### config.mk
export PLATFORM = sky130hd
export DESIGN_NAME = reset_release_sequencer
export DESIGN_NICKNAME = d
export VERILOG_FILES = /design/src/rtl/reset_release_sequencer.sv
export SDC_FILE = /design/constraint.sdc
export NUM_CORES = 1
export LEC_CHECK = 0
export CORE_MARGIN = 10
export CORE_UTILIZATION = 52
export DETAILED_ROUTE_END_ITERATION = 8
export PLACE_DENSITY = 0.82
export RECOVER_POWER = 25
export SLEW_MARGIN = 20
export SYNTH_ARGS = -nofsm -noshare
export SYNTH_HDL_FRONTEND = slang
export SYNTH_SLANG_ARGS = --single-unit
### constraint.sdc
create_clock -name system_clock_buffered -period 3.37 [get_ports system_clock_buffered]
set_input_delay 1.011 -clock system_clock_buffered [delete_from_list [all_inputs] [get_ports system_clock_buffered]]
set_output_delay 1.011 -clock system_clock_buffered [all_outputs]
set_load 0.05 [all_outputs]
### src/rtl/reset_release_sequencer.sv
// reset_release_sequencer: releases video then game reset then ready; a debounced button replays the sequence.
// Optional RESET_COUNT_EN adds a saturating 8-bit restart_count of accepted soft restarts.
module reset_release_sequencer #(
  parameter int HOLD_CYCLES     = 16,
  parameter int STAGE_GAP       = 8,
  parameter int DEBOUNCE_CYCLES = 1024
) (
  input  logic       system_clock_buffered,
  input  logic       reset,
  input  logic       button_reset,
  output logic       video_reset,
  output logic       game_reset,
  output logic       ready
`ifdef RESET_COUNT_EN
  ,
  output logic [7:0] restart_count
`endif
);
  localparam int MAXC = HOLD_CYCLES > STAGE_GAP ? HOLD_CYCLES : STAGE_GAP;
  localparam int CW   = $clog2(MAXC + 1);
  localparam int DW   = DEBOUNCE_CYCLES > 1 ? $clog2(DEBOUNCE_CYCLES) : 1;
  typedef enum logic [1:0] {HOLD, VIDEO_UP, GAME_UP, RUN} state_t;
  state_t          state_q;
  logic [CW-1:0]   cnt_q;
  logic            sync1_q, sync2_q, armed_q;
  logic [DW-1:0]   deb_q, deb_d;
  logic            deb_top, soft_req;
  assign deb_top  = deb_q == DW'(DEBOUNCE_CYCLES - 1);
  assign soft_req = sync2_q & deb_top & armed_q;
  assign deb_d    = !sync2_q ? '0 : deb_top ? deb_q : deb_q + 1'b1;
  // armed only re-arms on a synchronized low, so a held button yields one request
  always_ff @(posedge system_clock_buffered) begin
    if (reset) begin
      sync1_q <= 1'b0;
      sync2_q <= 1'b0;
      deb_q   <= '0;
      armed_q <= 1'b0;
    end else begin
      sync1_q <= button_reset;
      sync2_q <= sync1_q;
      deb_q   <= deb_d;
      armed_q <= !sync2_q | (armed_q & !soft_req);
    end
  end
  always_ff @(posedge system_clock_buffered) begin
    if (reset || soft_req) begin
      state_q     <= HOLD;
      cnt_q       <= '0;
      video_reset <= 1'b1;
      game_reset  <= 1'b1;
      ready       <= 1'b0;
    end else begin
      video_reset <= state_q == HOLD;
      game_reset  <= state_q == HOLD || state_q == VIDEO_UP;
      ready       <= state_q == RUN;
      case (state_q)
        HOLD: begin
          state_q <= cnt_q == CW'(HOLD_CYCLES - 1) ? VIDEO_UP : HOLD;
          cnt_q   <= cnt_q == CW'(HOLD_CYCLES - 1) ? '0 : cnt_q + 1'b1;
        end
        VIDEO_UP: begin
          state_q <= cnt_q == CW'(STAGE_GAP - 1) ? GAME_UP : VIDEO_UP;
          cnt_q   <= cnt_q == CW'(STAGE_GAP - 1) ? '0 : cnt_q + 1'b1;
        end
        GAME_UP: state_q <= RUN;
        default: state_q <= RUN;
      endcase
    end
  end
`ifdef RESET_COUNT_EN
  always_ff @(posedge system_clock_buffered) begin
    if (reset) restart_count <= '0;
    else if (soft_req && restart_count != 8'hff) restart_count <= restart_count + 1'b1;
  end
`endif
endmodule

After elaboration in Yosys (flattened, before gate mapping)

Cells that the tools add are included.

Register bits: 23
Input port bits: 3
Output and inout bits: 3

$add $sub $neg: 2
Eq/ne operators: 5
Mux-type cells: 6
Bitwise gates (word level): 5
Reduce and logical (&&, ||, !) cells: 7

Operator list:

| operator              | number |
|---|---|
| $add 10x1->10 const B | 1 |
| $eq 10x10->1 const B  | 1 |
| $mux 5                | 2 |
| $pmux 5 s2            | 1 |
| $add 5x1->5 const B   | 1 |
| $eq 5x3->1 const B    | 1 |
| $eq 5x4->1 const B    | 1 |
| $pmux 2 s2            | 1 |
| $and 1x1->1           | 3 |
| $eq 2x1->1 const B    | 1 |
| $eq 2x2->1 const B    | 1 |
| $logic_not 1->1       | 2 |
| $logic_not 2->1       | 1 |
| $logic_or 1x1->1      | 2 |
| $mux 2                | 1 |
| $reduce_bool 2->1     | 1 |
| $reduce_or 2->1       | 1 |
| $mux 1                | 1 |
| $not 1->1             | 1 |
| $or 1x1->1            | 1 |

Longest topological paths before layout

Gate-level depths: netlist of run 1.

Depth after elaboration: 6
Depth in mapped cells: 7
Gate-level depth less buffers: 7

Least setup slack after synthesis of run 1

No wires, ideal clock.

Kind: flip-flop to flip-flop
Start point: reg cnt_q[0]
End point: reg cnt_q[4]
Arrival: 1.522 ns
Setup slack: 1.753 ns
Stages on the path, launching flop included: 6
Path through: dfxtp_1 ha_1 and3_1 ha_1 a311o_1 a221oi_1

Longest elaborated chain between the ends: 3
Elaborated cells between the ends (all ways): 6
Those cells by class: 1 x add/sub; 2 x eq/ne; 3 x mux

Ends and longest elaborated chain:

| what                                      | RTL line | source |
|---|---|---|
| start, declared                           | 24       | `logic [CW-1:0] cnt_q;` |
| start signal, assigned                    | 59       | `cnt_q <= cnt_q == CW'(HOLD_CYCLES - 1) ? '0 : cnt_q + 1'b1;` |
| start signal, assigned                    | 63       | `cnt_q <= cnt_q == CW'(STAGE_GAP - 1) ? '0 : cnt_q + 1'b1;` |
| $add 5x1->5, or another cell as far along | 59, 63   |  |
| $mux 5 (on tied branches)                 | 63, 59   |  |
| $pmux 5 s2 (*)                            | 56       | `case (state_q)` |

Every way passes the cells marked *; elsewhere a longest branch is shown, timed or not.
A chain may end at the register's enable or synchronous reset.

Worst setup path in the final report of run 1

Start point: reg game_reset
End point: out game_reset

RTL lines:

| what                   | RTL line | source |
|---|---|---|
| start, declared        | 12       | `output logic game_reset,` |
| start signal, assigned | 50       | `game_reset <= 1'b1;` |
| start signal, assigned | 54       | `game_reset <= state_q == HOLD \|\| state_q == VIDEO_UP;` |

No word-level cell between the ends.

==> results.rst, run 1 <==
.. list-table::
   :header-rows: 1

   * - Metric
     - Value
   * - Run status
     - finished clean
   * - Final weighted congestion in routability-driven placement
     - 0.8145
   * - Power share of the clock group
     - 29.5%
   * - Int Pwr
     - 0.3329 mW
   * - Top library cells by usage in the layout, fill and taps aside
     - sky130_fd_sc_hd__dfxtp_1, sky130_fd_sc_hd__a21oi_1, sky130_fd_sc_hd__nand2_1, sky130_fd_sc_hd__nor2_1, sky130_fd_sc_hd__o21ai_0
   * - Final cycle utilization of the critical path
     - 72.51%
   * - Crit path capture type
     - output port
   * - Worst path bufs/invs
     - 1
   * - GR Util met2
     - 14.07%
   * - Origin of the worst setup path
     - game_reset
   * - Worst voltage drop across the vdd grid
     - 0.0003192 V
   * - Clk buf depth
     - 2
   * - Setup violation total in the final timing report
     - 0
   * - Number of distinct library cell variants in the gate-level netlist after synthesis
     - 30
   * - Setup crit start kind
     - register
   * - Worst skew pair latency
     - 0.31 ns
   * - Number of inserted filler cells in the final layout
     - 171
   * - Fraction of registers with async set or reset after synthesis
     - 0%
   * - Worst hold slack after final layout
     - 0.4612 ns
   * - Post-synth net total
     - 117
   * - Cell at the slowest stage of the critical path
     - sky130_fd_sc_hd__clkdlybuf4s50_1
   * - Overall routed net length
     - 1.859 mm
   * - Net count reported at finish
     - 125
   * - Most used flip-flop cell after synthesis
     - sky130_fd_sc_hd__dfxtp_1
   * - Vias
     - 804
   * - Worst Skew
     - 0.004007 ns
   * - Post-Syn Instances
     - 110
   * - Ys Warns
     - 0
   * - Number of gates given a new drive strength after cts
     - 0
   * - Fraction of met3 tracks used by global routing
     - 3.180%
   * - Setup repair after global routing missed its margin
     - false
   * - Most common cell after layout, fill and taps aside
     - sky130_fd_sc_hd__dfxtp_1
   * - Delay of the slowest cell on the worst path
     - 0.79 ns
   * - Largest net degree at the start of global routing
     - 13
   * - Horizontal die dimension
     - 63.38 um
   * - Number of I/O pins
     - 6
   * - Relative contribution of combinational cells to total power
     - 4.3%
   * - Fin. Hold Viols
     - 0
   * - Final Non-Filler Cells
     - 142
   * - Clock tree from TritonCTS
     - yes
   * - DRC violations left
     - 0
   * - CTS Root Buffer Type
     - sky130_fd_sc_hd__clkbuf_4
   * - Post-Synthesis Mean Instance Area
     - 8.895 um2
   * - Number of rows in the core area
     - 15
   * - Max-Slew Margin vs Limit
     - 66.76%
   * - Number of optimization iterations in the first detailed-route pass
     - 4
   * - Number of input and output port buffers inserted
     - 5
   * - Critical path data required time
     - 2.36 ns
   * - # hold bufs at CTS
     - 0
   * - Pwr Density
     - 399.1 nW/um2
   * - Sequential-to-total area share from yosys stat
     - 47.06%
   * - First-pass GRT wire length
     - 3.091 mm
   * - Area of the mapped netlist
     - 978.4 um2
   * - Post-layout minimum cycle time
     - 2.443 ns
   * - Remaining antenna violation count
     - 0
   * - Area of the placeable core
     - 1764 um2
   * - Post-DP HPWL
     - 1.330 mm
   * - Diodes inserted
     - 0
   * - Max Slew Vio Count
     - 0
   * - Post-CTS setup repair buffer count
     - 0
   * - Cell family with the largest share of critical-path delay
     - buffers and inverters
   * - Tightest Hold Check Type
     - register to register
   * - Number of antenna violations at the first check in global routing
     - 0
   * - Area Overhead vs Synth
     - 9.463%
   * - Arrival @ worst endpoint
     - 1.43 ns
   * - Die boundary height
     - 63.38 um
   * - Vias per Instance
     - 5.662
   * - Initial Util
     - 55.46%
   * - Critical path destination
     - game_reset
   * - Critical-path maximum fanout
     - 1
   * - Cells along the critical path
     - clkdlybuf4s50_1
   * - Grt total ovfl
     - 0
   * - Total leakage power
     - 0.3800 nW
   * - Global-route usage over all layers
     - 9.026%
   * - Capture instance of the worst register-to-register path
     - cnt_q[0]
   * - Class of the most critical setup path
     - register to output port
   * - Starting DRT DRC Count
     - 18
   * - Transition time at the pin with the least slew margin
     - 0.4971 ns
   * - Placed cells
     - 138
   * - DR WL/cell
     - 13.09 um
   * - Count of cells along the worst register-to-register path
     - 7
   * - Number of buffers created by CTS
     - 3
   * - GRT busiest layer
     - met2
   * - Register-to-register setup slack
     - 1.56 ns
   * - #FFs+latches synth
     - 23
   * - TritonCTS sink count
     - 23
   * - Number of levels the H-tree was split into
     - 1
   * - Proportion of power drawn by flip-flops and latches
     - 66.2%
   * - Fmax
     - 409.3 MHz
   * - Max-cap violations
     - 0
   * - Clock transition time at the flip-flop clock pins of the worst setup and hold paths
     - 0.12 ns
   * - WP depth
     - 1
   * - Fraction of final layout cells sized beyond drive strength 1
     - 4.274%
   * - Psw
     - 0.09457 mW
   * - Reg2reg start
     - cnt_q[0]
   * - GR met1 Demand/Resource
     - 11.19%
   * - Number of global-route vias before repair
     - 738
   * - Number of flops mapped to enable cells by yosys
     - 0
   * - Floorplan die area
     - 4016 um2
   * - Switching fraction of total power
     - 22.13%
   * - Aggregate negative setup slack
     - 0 ns
==> through the flow <==
step           utilization, %  setup WS (ns)  area, um2  power (mW)
3_3_place_gp            59.22          1.207       1045      0.3055
6_report                60.71         0.9265       1071      0.4274
2_1_floorplan               -          1.753      978.4      0.3001
4_1_cts                 60.71         0.9182       1071      0.4283
5_1_grt                 60.71         0.8885       1071      0.4403
3_5_place_dp            59.22          1.167       1045      0.3073
==> cells in the mapped netlist, drive strengths merged (2+ instances only) <==
library cell	instances	area [um2]
a21oi	10	50.05
a31oi	6	37.54
dfxtp	23	460.4
nand3	4	25.02
o21ai	7	35.03
nor3	5	25.02
nand2	9	33.78
nand4	2	12.51
a211oi	2	20.02
ha	4	50.05
inv	4	15.01
and3	6	37.54
nor2b	5	31.28
nor2	9	33.78
==> routing by layer <==
metal  wire [um]  share of wire, %
met1         913                49
met2         830                45
met3         101               5.4
met4          14              0.75
met5           0                 0
==> registers in the layout (all words and copies together) (netlist names) <==
signal and count:
armed_q 1, cnt_q 5, deb_q 10, game_reset 1, ready 1, state_q 2, sync1_q 1, sync2_q 1
video_reset 1
==> worst min-delay path by stage <==
stage,start,to,slack (ns),depth (start not counted)
3_5_place_dp,sync1_q,sync2_q,0.44,1
2_1_floorplan,sync1_q,sync2_q,0.41,1
6_report,sync1_q,sync2_q,0.46,1
5_1_grt,sync1_q,sync2_q,0.47,1
3_3_place_gp,sync1_q,sync2_q,0.42,1
4_1_cts,sync1_q,sync2_q,0.46,1
==> kinds of logic (layout without fill, tap and decap cells) <==
logic type                 Yosys count  in the layout  synth area share (%)
AOI/OAI and AO/OA                   30             30                 19.18
adders and majority gates            4              4                 5.115
xor gates and xnor gates             2              2                 1.791
DFF                                 23             23                 47.06
and+or+nand+nor                     45             45                 23.79
buffers and inverters                6             13                 3.068
==> power by group through the flow <==
stage | Clock, mW | Sequential (mW) | Combinational, mW
global route | 0.135 | 0.284 | 0.0214
global placement | 0 | 0.288 | 0.0174
floorplan | 0 | 0.287 | 0.0128
CTS | 0.127 | 0.283 | 0.0189
detailed placement | 0 | 0.289 | 0.0186
finish | 0.126 | 0.283 | 0.0186
==> layout make-up <==
cell class / instances / area (um2) / area share (%)
multi-input combinational: 81 / 488.0 / 45.56
sequential: 23 / 460.4 / 42.99
timing repair buffer: 5 / 50.05 / 4.673
tap: 25 / 31.28 / 2.921
clock buffer: 4 / 26.28 / 2.453
inverter: 4 / 15.01 / 1.402
No activity file was read; power rests on OpenSTA's default activity.
==> run 2, diff against run 1 <==
==> constraint.sdc (replaced) <==
create_clock -name system_clock_buffered -period 2.32 [get_ports system_clock_buffered]
set_input_delay 0.696 -clock system_clock_buffered [delete_from_list [all_inputs] [get_ports system_clock_buffered]]
set_output_delay 0.696 -clock system_clock_buffered [all_outputs]
set_load 0.05 [all_outputs]
==> run 2 against run 1 <==
- core utilization unchanged
- routed wire length decreased by 0.54%
- clock-buffer cell count unchanged
- largest power group unchanged
- clock power increased by 45%
- combinational power increased by 46%
- final cell count unchanged
- die area unchanged
- setup slack got worse by 0.73 ns
- register-to-register slack got worse by 1.0 ns
- non-clock buffer count unchanged
- critical path type unchanged
- global-route usage unchanged
==> results.rst, run 2 (synthesis results as in run 1) <==
.. list-table::
   :header-rows: 1

   * - Metric
     - Value
   * - Initial Util
     - 55.46% (unchanged)
   * - Number of rows in the core area
     - 15 (unchanged)
   * - Class of the most critical setup path
     - register to output port (unchanged)
   * - Remaining antenna violation count
     - 0 (unchanged)
   * - Setup crit start kind
     - register (unchanged)
   * - Post-DP HPWL
     - 1.330 mm (unchanged)
   * - Worst hold slack after final layout
     - 0.4609 ns (was 0.4612 ns)
   * - Number of gates given a new drive strength after cts
     - 0 (unchanged)
   * - Arrival @ worst endpoint
     - 1.43 ns (about the same)
   * - Delay of the slowest cell on the worst path
     - 0.79 ns (about the same)
   * - Critical path data required time
     - 1.62 ns (was 2.36 ns)
   * - Largest registers
     - deb_q x10, cnt_q x5, state_q x2 (unchanged)
   * - Number of levels the H-tree was split into
     - 1 (unchanged)
   * - Clock transition time at the flip-flop clock pins of the worst setup and hold paths
     - 0.12 ns (about the same)
   * - Flip-flop count of the largest register after layout
     - 10 (unchanged)
   * - Worst voltage drop across the vdd grid
     - 0.0004621 V (was 0.0003192 V)
   * - Max-Slew Margin vs Limit
     - 66.76% (unchanged)
   * - Fin. Hold Viols
     - 0 (unchanged)
   * - Overall routed net length
     - 1.849 mm (was 1.859 mm)
   * - Cells along the critical path
     - clkdlybuf4s50_1 (unchanged)
   * - Fmax
     - 470.2 MHz
   * - Diodes inserted
     - 0 (unchanged)
   * - Most common cell after layout, fill and taps aside
     - sky130_fd_sc_hd__dfxtp_1 (unchanged)
   * - Die boundary height
     - 63.38 um (unchanged)
   * - Post-CTS setup repair buffer count
     - 0 (unchanged)
   * - Area Overhead vs Synth
     - 9.463% (unchanged)
   * - Total leakage power
     - 0.3806 nW (was 0.3800 nW)
   * - Final weighted congestion in routability-driven placement
     - 0.8145 (unchanged)
   * - Number of global-route vias before repair
     - 738 (unchanged)
   * - Final core occ
     - 60.71% (unchanged)
   * - Setup repair after global routing missed its margin
     - false (unchanged)
   * - # hold bufs at CTS
     - 0 (unchanged)
   * - Aggregate negative setup slack
     - 0 ns (unchanged)
   * - Number of buffers created by CTS
     - 3 (unchanged)
   * - DR WL/cell
     - 13.02 um (was 13.09 um)
   * - Global-route usage over all layers
     - 9.026% (unchanged)
   * - Setup violation total in the final timing report
     - 0 (unchanged)
   * - CTS Root Buffer Type
     - sky130_fd_sc_hd__clkbuf_4 (unchanged)
   * - Fraction of final layout cells sized beyond drive strength 1
     - 5.128% (was 4.274%)
   * - Clock tree from TritonCTS
     - yes (unchanged)
   * - Worst Setup Slack, final
     - 0.1932 ns (was 0.9265 ns)
   * - First-pass GRT wire length
     - 3.091 mm (unchanged)
   * - Max-cap violations
     - 0 (unchanged)
   * - Worst path bufs/invs
     - 1 (unchanged)
   * - TritonCTS sink count
     - 23 (unchanged)
   * - Area of combinational cells with multiple inputs
     - 488.0 um2 (unchanged)
   * - Largest net degree at the start of global routing
     - 13 (unchanged)
   * - Run status
     - finished clean (unchanged)
   * - Cell at the slowest stage of the critical path
     - sky130_fd_sc_hd__clkdlybuf4s50_1 (unchanged)
   * - Number of inserted filler cells in the final layout
     - 171 (unchanged)
   * - Number of optimization iterations in the first detailed-route pass
     - 4 (unchanged)
   * - Cell area after placement
     - 1045 um2 (unchanged)
   * - Number of input and output port buffers inserted
     - 5 (unchanged)
   * - Number of antenna violations at the first check in global routing
     - 0 (unchanged)
   * - Post-layout minimum cycle time
     - 2.127 ns
   * - Number of I/O pins
     - 6 (unchanged)
   * - Net count reported at finish
     - 125 (unchanged)
   * - Post-placement worst setup slack
     - 0.4319 ns (was 1.167 ns)
   * - Final Cell Area
     - 1071 um2 (unchanged)
   * - Cell family with the largest share of critical-path delay
     - buffers and inverters (unchanged)
   * - Register ranked first by flip-flop count
     - deb_q (unchanged)
   * - Floorplan die area
     - 4016 um2 (unchanged)
   * - Vias
     - 802 (was 804)
   * - Worst Skew
     - 0.002707 ns (was 0.004007 ns)
   * - Tightest Hold Check Type
     - register to register (unchanged)
   * - Pwr Density
     - 579.6 nW/um2 (was 399.1 nW/um2)
   * - Starting DRT DRC Count
     - 22 (was 18)
   * - Clk buf depth
     - 2 (unchanged)
   * - Top library cells by usage in the layout, fill and taps aside
     - sky130_fd_sc_hd__dfxtp_1, sky130_fd_sc_hd__a21oi_1, sky130_fd_sc_hd__nand2_1, sky130_fd_sc_hd__nor2_1, sky130_fd_sc_hd__o21ai_0 (unchanged)
   * - Crit path capture type
     - output port (unchanged)
   * - Register-to-register setup slack
     - 0.53 ns (was 1.56 ns)
   * - Horizontal die dimension
     - 63.38 um (unchanged)
   * - Register Area
     - 460.4 um2 (unchanged)
   * - Transition time at the pin with the least slew margin
     - 0.4971 ns (unchanged)
   * - Area of the placeable core
     - 1764 um2 (unchanged)
   * - Worst skew pair latency
     - 0.31 ns (about the same)
   * - Max Slew Vio Count
     - 0 (unchanged)
   * - Critical-path maximum fanout
     - 1 (unchanged)
   * - DRC violations left
     - 0 (unchanged)
   * - Grt total ovfl
     - 0 (unchanged)
   * - Final cycle utilization of the critical path
     - 91.67%
   * - Vias per Instance
     - 5.648 (was 5.662)
-- run 2: cell counts in the layout (fill, tap and decap cells not counted) --
Identical to the previous run, type by type.
-- run 2: layer usage --
layer  track usage [%]  wire length (um)  part of all wire (%)
met4             3.005                21                   1.1
met1             11.19               919                    50
met5                 0                 0                     0
met2             14.07               812                    44
met3             3.180                94                   5.1
-- run 2: layout make-up --
| type | instances | area share (%) |
|---|---|---|
| multi-input cells | 81 | 45.56 |
| inverters | 4 | 1.402 |
| clock buffers | 4 | 2.453 |
| well taps | 25 | 2.921 |
| flip-flops and latches | 23 | 42.99 |
| repair buffers | 5 | 4.673 |
-- run 2: final timing paths --
kind,start,endpoint,cells after the start
min,sync1_q,sync2_q,1
max,game_reset,game_reset,1
max reg2reg,cnt_q[0],cnt_q[0],7
min reg2reg,sync1_q,sync2_q,1
-- run 2: stage by stage --
stage                     instances  total power [mW]
after detailed placement        138            0.4464
after global placement          138            0.4437
after global routing            142            0.6398
after CTS                       142            0.6222
after floorplan                 110            0.4360
final                           142            0.6207
-- run 2: power breakdown --
part	internal (mW)	leakage (nW)	total (mW)	switching [mW]
combinational	0.0139	0.179	0.0272	0.0132
clock	0.0671	0.0150	0.183	0.116
sequential	0.403	0.187	0.411	0.00823
total	0.484	0.381	0.621	0.137
==> run 3, diff against run 2 <==
--- a/config.mk
+++ b/config.mk
@@ -5,9 +5,12 @@
 export SDC_FILE = /design/constraint.sdc
 export NUM_CORES = 1
 export LEC_CHECK = 0
+export CAP_MARGIN = 20
 export CORE_MARGIN = 10
 export CORE_UTILIZATION = 52
+export CTS_CLUSTER_DIAMETER = 50
 export DETAILED_ROUTE_END_ITERATION = 8
+export GPL_TIMING_DRIVEN = 0
 export PLACE_DENSITY = 0.82
 export RECOVER_POWER = 25
 export SLEW_MARGIN = 20
==> run 3 against run 2 <==
- core utilization rose by 0.43 points
- clock skew rose by 0.0027 ns
- die area did not move
- critical path depth did not move
- first-iteration DRC count fell by 50%
- sequential power barely moved
- critical path type unchanged
- total power fell by 0.54%
- routed wire length fell by 12%
- combinational power fell by 6%
- register-to-register slack improved by 0.02 ns
- highest routed layer unchanged
==> results.rst, run 3 (synthesis results as in run 1) <==
.. list-table::
   :header-rows: 1

   * - Metric
     - Value
   * - DR WL/cell
     - 11.24 um (was 13.02 um)
   * - Floorplan die area
     - 4016 um2 (unchanged)
   * - Fmax
     - 472.1 MHz (was 470.2 MHz)
   * - Routed wire length on met2
     - 650 um (was 812 um)
   * - Delay of the slowest cell on the worst path
     - 0.79 ns (about the same)
   * - Die boundary height
     - 63.38 um (unchanged)
   * - Tightest Hold Check Type
     - register to register (unchanged)
   * - Crit path capture type
     - output port (unchanged)
   * - Final cycle utilization of the critical path
     - 91.30% (was 91.67%)
   * - Number of rows in the core area
     - 15 (unchanged)
   * - Most common cell after layout, fill and taps aside
     - sky130_fd_sc_hd__dfxtp_1 (unchanged)
   * - Number of antenna violations at the first check in global routing
     - 0 (unchanged)
   * - Clk buf depth
     - 2 (unchanged)
   * - Number of I/O pins
     - 6 (unchanged)
   * - Cell family with the largest share of critical-path delay
     - buffers and inverters (unchanged)
   * - Area Overhead vs Synth
     - 10.23% (was 9.463%)
   * - Register ranked first by flip-flop count
     - deb_q (unchanged)
   * - Cell area after placement
     - 1060 um2 (was 1045 um2)
   * - # hold bufs at CTS
     - 0 (unchanged)
   * - Flip-flop count of the largest register after layout
     - 10 (unchanged)
   * - Transition time at the pin with the least slew margin
     - 0.4970 ns (was 0.4971 ns)
   * - Post-CTS setup repair buffer count
     - 0 (unchanged)
   * - TritonCTS sink count
     - 23 (unchanged)
   * - Setup crit start kind
     - register (unchanged)
   * - Clock tree from TritonCTS
     - yes (unchanged)
   * - Final Cell Area
     - 1079 um2 (was 1071 um2)
   * - Run status
     - finished clean (unchanged)
   * - Top library cells by usage in the layout, fill and taps aside
     - sky130_fd_sc_hd__dfxtp_1, sky130_fd_sc_hd__a21oi_1, sky130_fd_sc_hd__nand2_1, sky130_fd_sc_hd__nor2_1, sky130_fd_sc_hd__o21ai_0 (unchanged)
   * - Relative contribution of combinational cells to total power
     - 4.1% (was 4.4%)
   * - Int Pwr
     - 0.4834 mW (was 0.4837 mW)
   * - DRC violations left
     - 0 (unchanged)
   * - CTS Root Buffer Type
     - sky130_fd_sc_hd__clkbuf_4 (unchanged)
   * - Number of input and output port buffers inserted
     - 5 (unchanged)
   * - Fraction of final layout cells sized beyond drive strength 1
     - 5.042% (was 5.128%)
   * - Final core occ
     - 61.13% (was 60.71%)
   * - Number of global-route vias before repair
     - 644 (was 738)
   * - Max-Slew Margin vs Limit
     - 66.76% (about the same)
   * - Worst skew pair latency
     - 0.31 ns (about the same)
   * - Sum of met3 wire segment lengths after detailed routing
     - 83 um (was 94 um)
   * - Initial Util
     - 55.46% (unchanged)
   * - Cell at the slowest stage of the critical path
     - sky130_fd_sc_hd__clkdlybuf4s50_1 (unchanged)
   * - Max Slew Vio Count
     - 0 (unchanged)
   * - Setup repair after global routing missed its margin
     - false (unchanged)
   * - Top metal layer carrying routed signals
     - met4 (unchanged)
   * - Total leakage power
     - 0.3830 nW (was 0.3806 nW)
   * - Post-layout minimum cycle time
     - 2.118 ns (was 2.127 ns)
   * - Arrival @ worst endpoint
     - 1.42 ns (was 1.43 ns)
   * - Largest registers
     - deb_q x10, cnt_q x5, state_q x2 (unchanged)
   * - Post-placement worst setup slack
     - 0.4056 ns (was 0.4319 ns)
   * - Max-cap violations
     - 0 (unchanged)
   * - Psw
     - 0.1340 mW (was 0.1370 mW)
   * - Proportion of power drawn by flip-flops and latches
     - 66.4% (was 66.2%)
   * - Aggregate negative setup slack
     - 0 ns (unchanged)
   * - Setup violation total in the final timing report
     - 0 (unchanged)
   * - Worst Skew
     - 0.005366 ns (was 0.002707 ns)
   * - Number of gates given a new drive strength after cts
     - 0 (unchanged)
   * - Vias
     - 793 (was 802)
   * - M1 wire length
     - 836 um (was 919 um)
   * - Number of buffers created by CTS
     - 3 (unchanged)
   * - Remaining antenna violation count
     - 0 (unchanged)
   * - Critical path data required time
     - 1.62 ns (about the same)
   * - Clock transition time at the flip-flop clock pins of the worst setup and hold paths
     - 0.12 ns (about the same)
   * - Net count reported at finish
     - 127 (was 125)
   * - Pwr Density
     - 572.4 nW/um2 (was 579.6 nW/um2)
   * - Worst voltage drop across the vdd grid
     - 0.0003987 V (was 0.0004621 V)
   * - Area of the placeable core
     - 1764 um2 (unchanged)
   * - Power share of the clock group
     - 29.4% (about the same)
   * - Worst path bufs/invs
     - 1 (unchanged)
   * - Largest net degree at the start of global routing
     - 13 (unchanged)
   * - Fin. Hold Viols
     - 0 (unchanged)
   * - Horizontal die dimension
     - 63.38 um (unchanged)
   * - Grt total ovfl
     - 0 (unchanged)
   * - Number of optimization iterations in the first detailed-route pass
     - 4 (unchanged)
   * - Cells along the critical path
     - clkdlybuf4s50_1 (unchanged)
   * - Vias per Instance
     - 5.507 (was 5.648)
   * - Critical-path maximum fanout
     - 1 (unchanged)
   * - First-pass GRT wire length
     - 2.732 mm (was 3.091 mm)
   * - Final weighted congestion in routability-driven placement
     - 0.7800 (was 0.8145)
   * - Overall routed net length
     - 1.619 mm (was 1.849 mm)
   * - Number of levels the H-tree was split into
     - 1 (unchanged)
   * - Global-route usage over all layers
     - 8.199% (was 9.026%)
   * - Worst Setup Slack, final
     - 0.2018 ns (was 0.1932 ns)
   * - Post-DP HPWL
     - 1.208 mm (was 1.330 mm)
   * - Diodes inserted
     - 0 (unchanged)
   * - Starting DRT DRC Count
     - 11 (was 22)
   * - Class of the most critical setup path
     - register to output port (unchanged)
   * - Switching fraction of total power
     - 21.70% (was 22.07%)
-- run 3: stage by stage --
stage,total power [mW],hold WS (ns),cells
6_report,0.6174,0.4503,144
5_1_grt,0.6450,0.4674,144
4_1_cts,0.6221,0.4543,144
3_5_place_dp,0.4451,0.4255,140
3_3_place_gp,0.4435,0.4205,140
2_1_floorplan,0.4360,0.4138,110
-- run 3: power groups by stage --
stage               combinational (mW)  sequential (mW)  clock (mW)
floorplan                       0.0186            0.417           0
global route                    0.0302            0.412       0.203
CTS                             0.0263            0.410       0.186
global placement                0.0252            0.418           0
detailed placement              0.0262            0.419           0
finish                          0.0255            0.410       0.182
-- run 3: layout make-up --
cell class,instances,area (um2)
buffer,2,7.507
clock buffer,4,26.28
fill,155,685.7
inverter,4,15.01
multi-input combinational,81,488.0
sequential,23,460.4
tap,25,31.28
timing repair buffer,5,50.05
-- run 3: metal layers --
layer | track usage (%) | vias up
met3 | 3.180 | 5
met1 | 10.07 | 356
li1 | - | 415
met4 | 5.738 | 0
met5 | 0 | -
met2 | 11.31 | 17
-- run 3: worst paths after layout --
path,start,end,slack (ns),cells past startpoint
setup / recovery,ready,ready,0.20,1
hold / removal,sync1_q,sync2_q,0.45,1
setup reg to reg,cnt_q[0],cnt_q[3],0.55,7
hold reg to reg,sync1_q,sync2_q,0.45,1
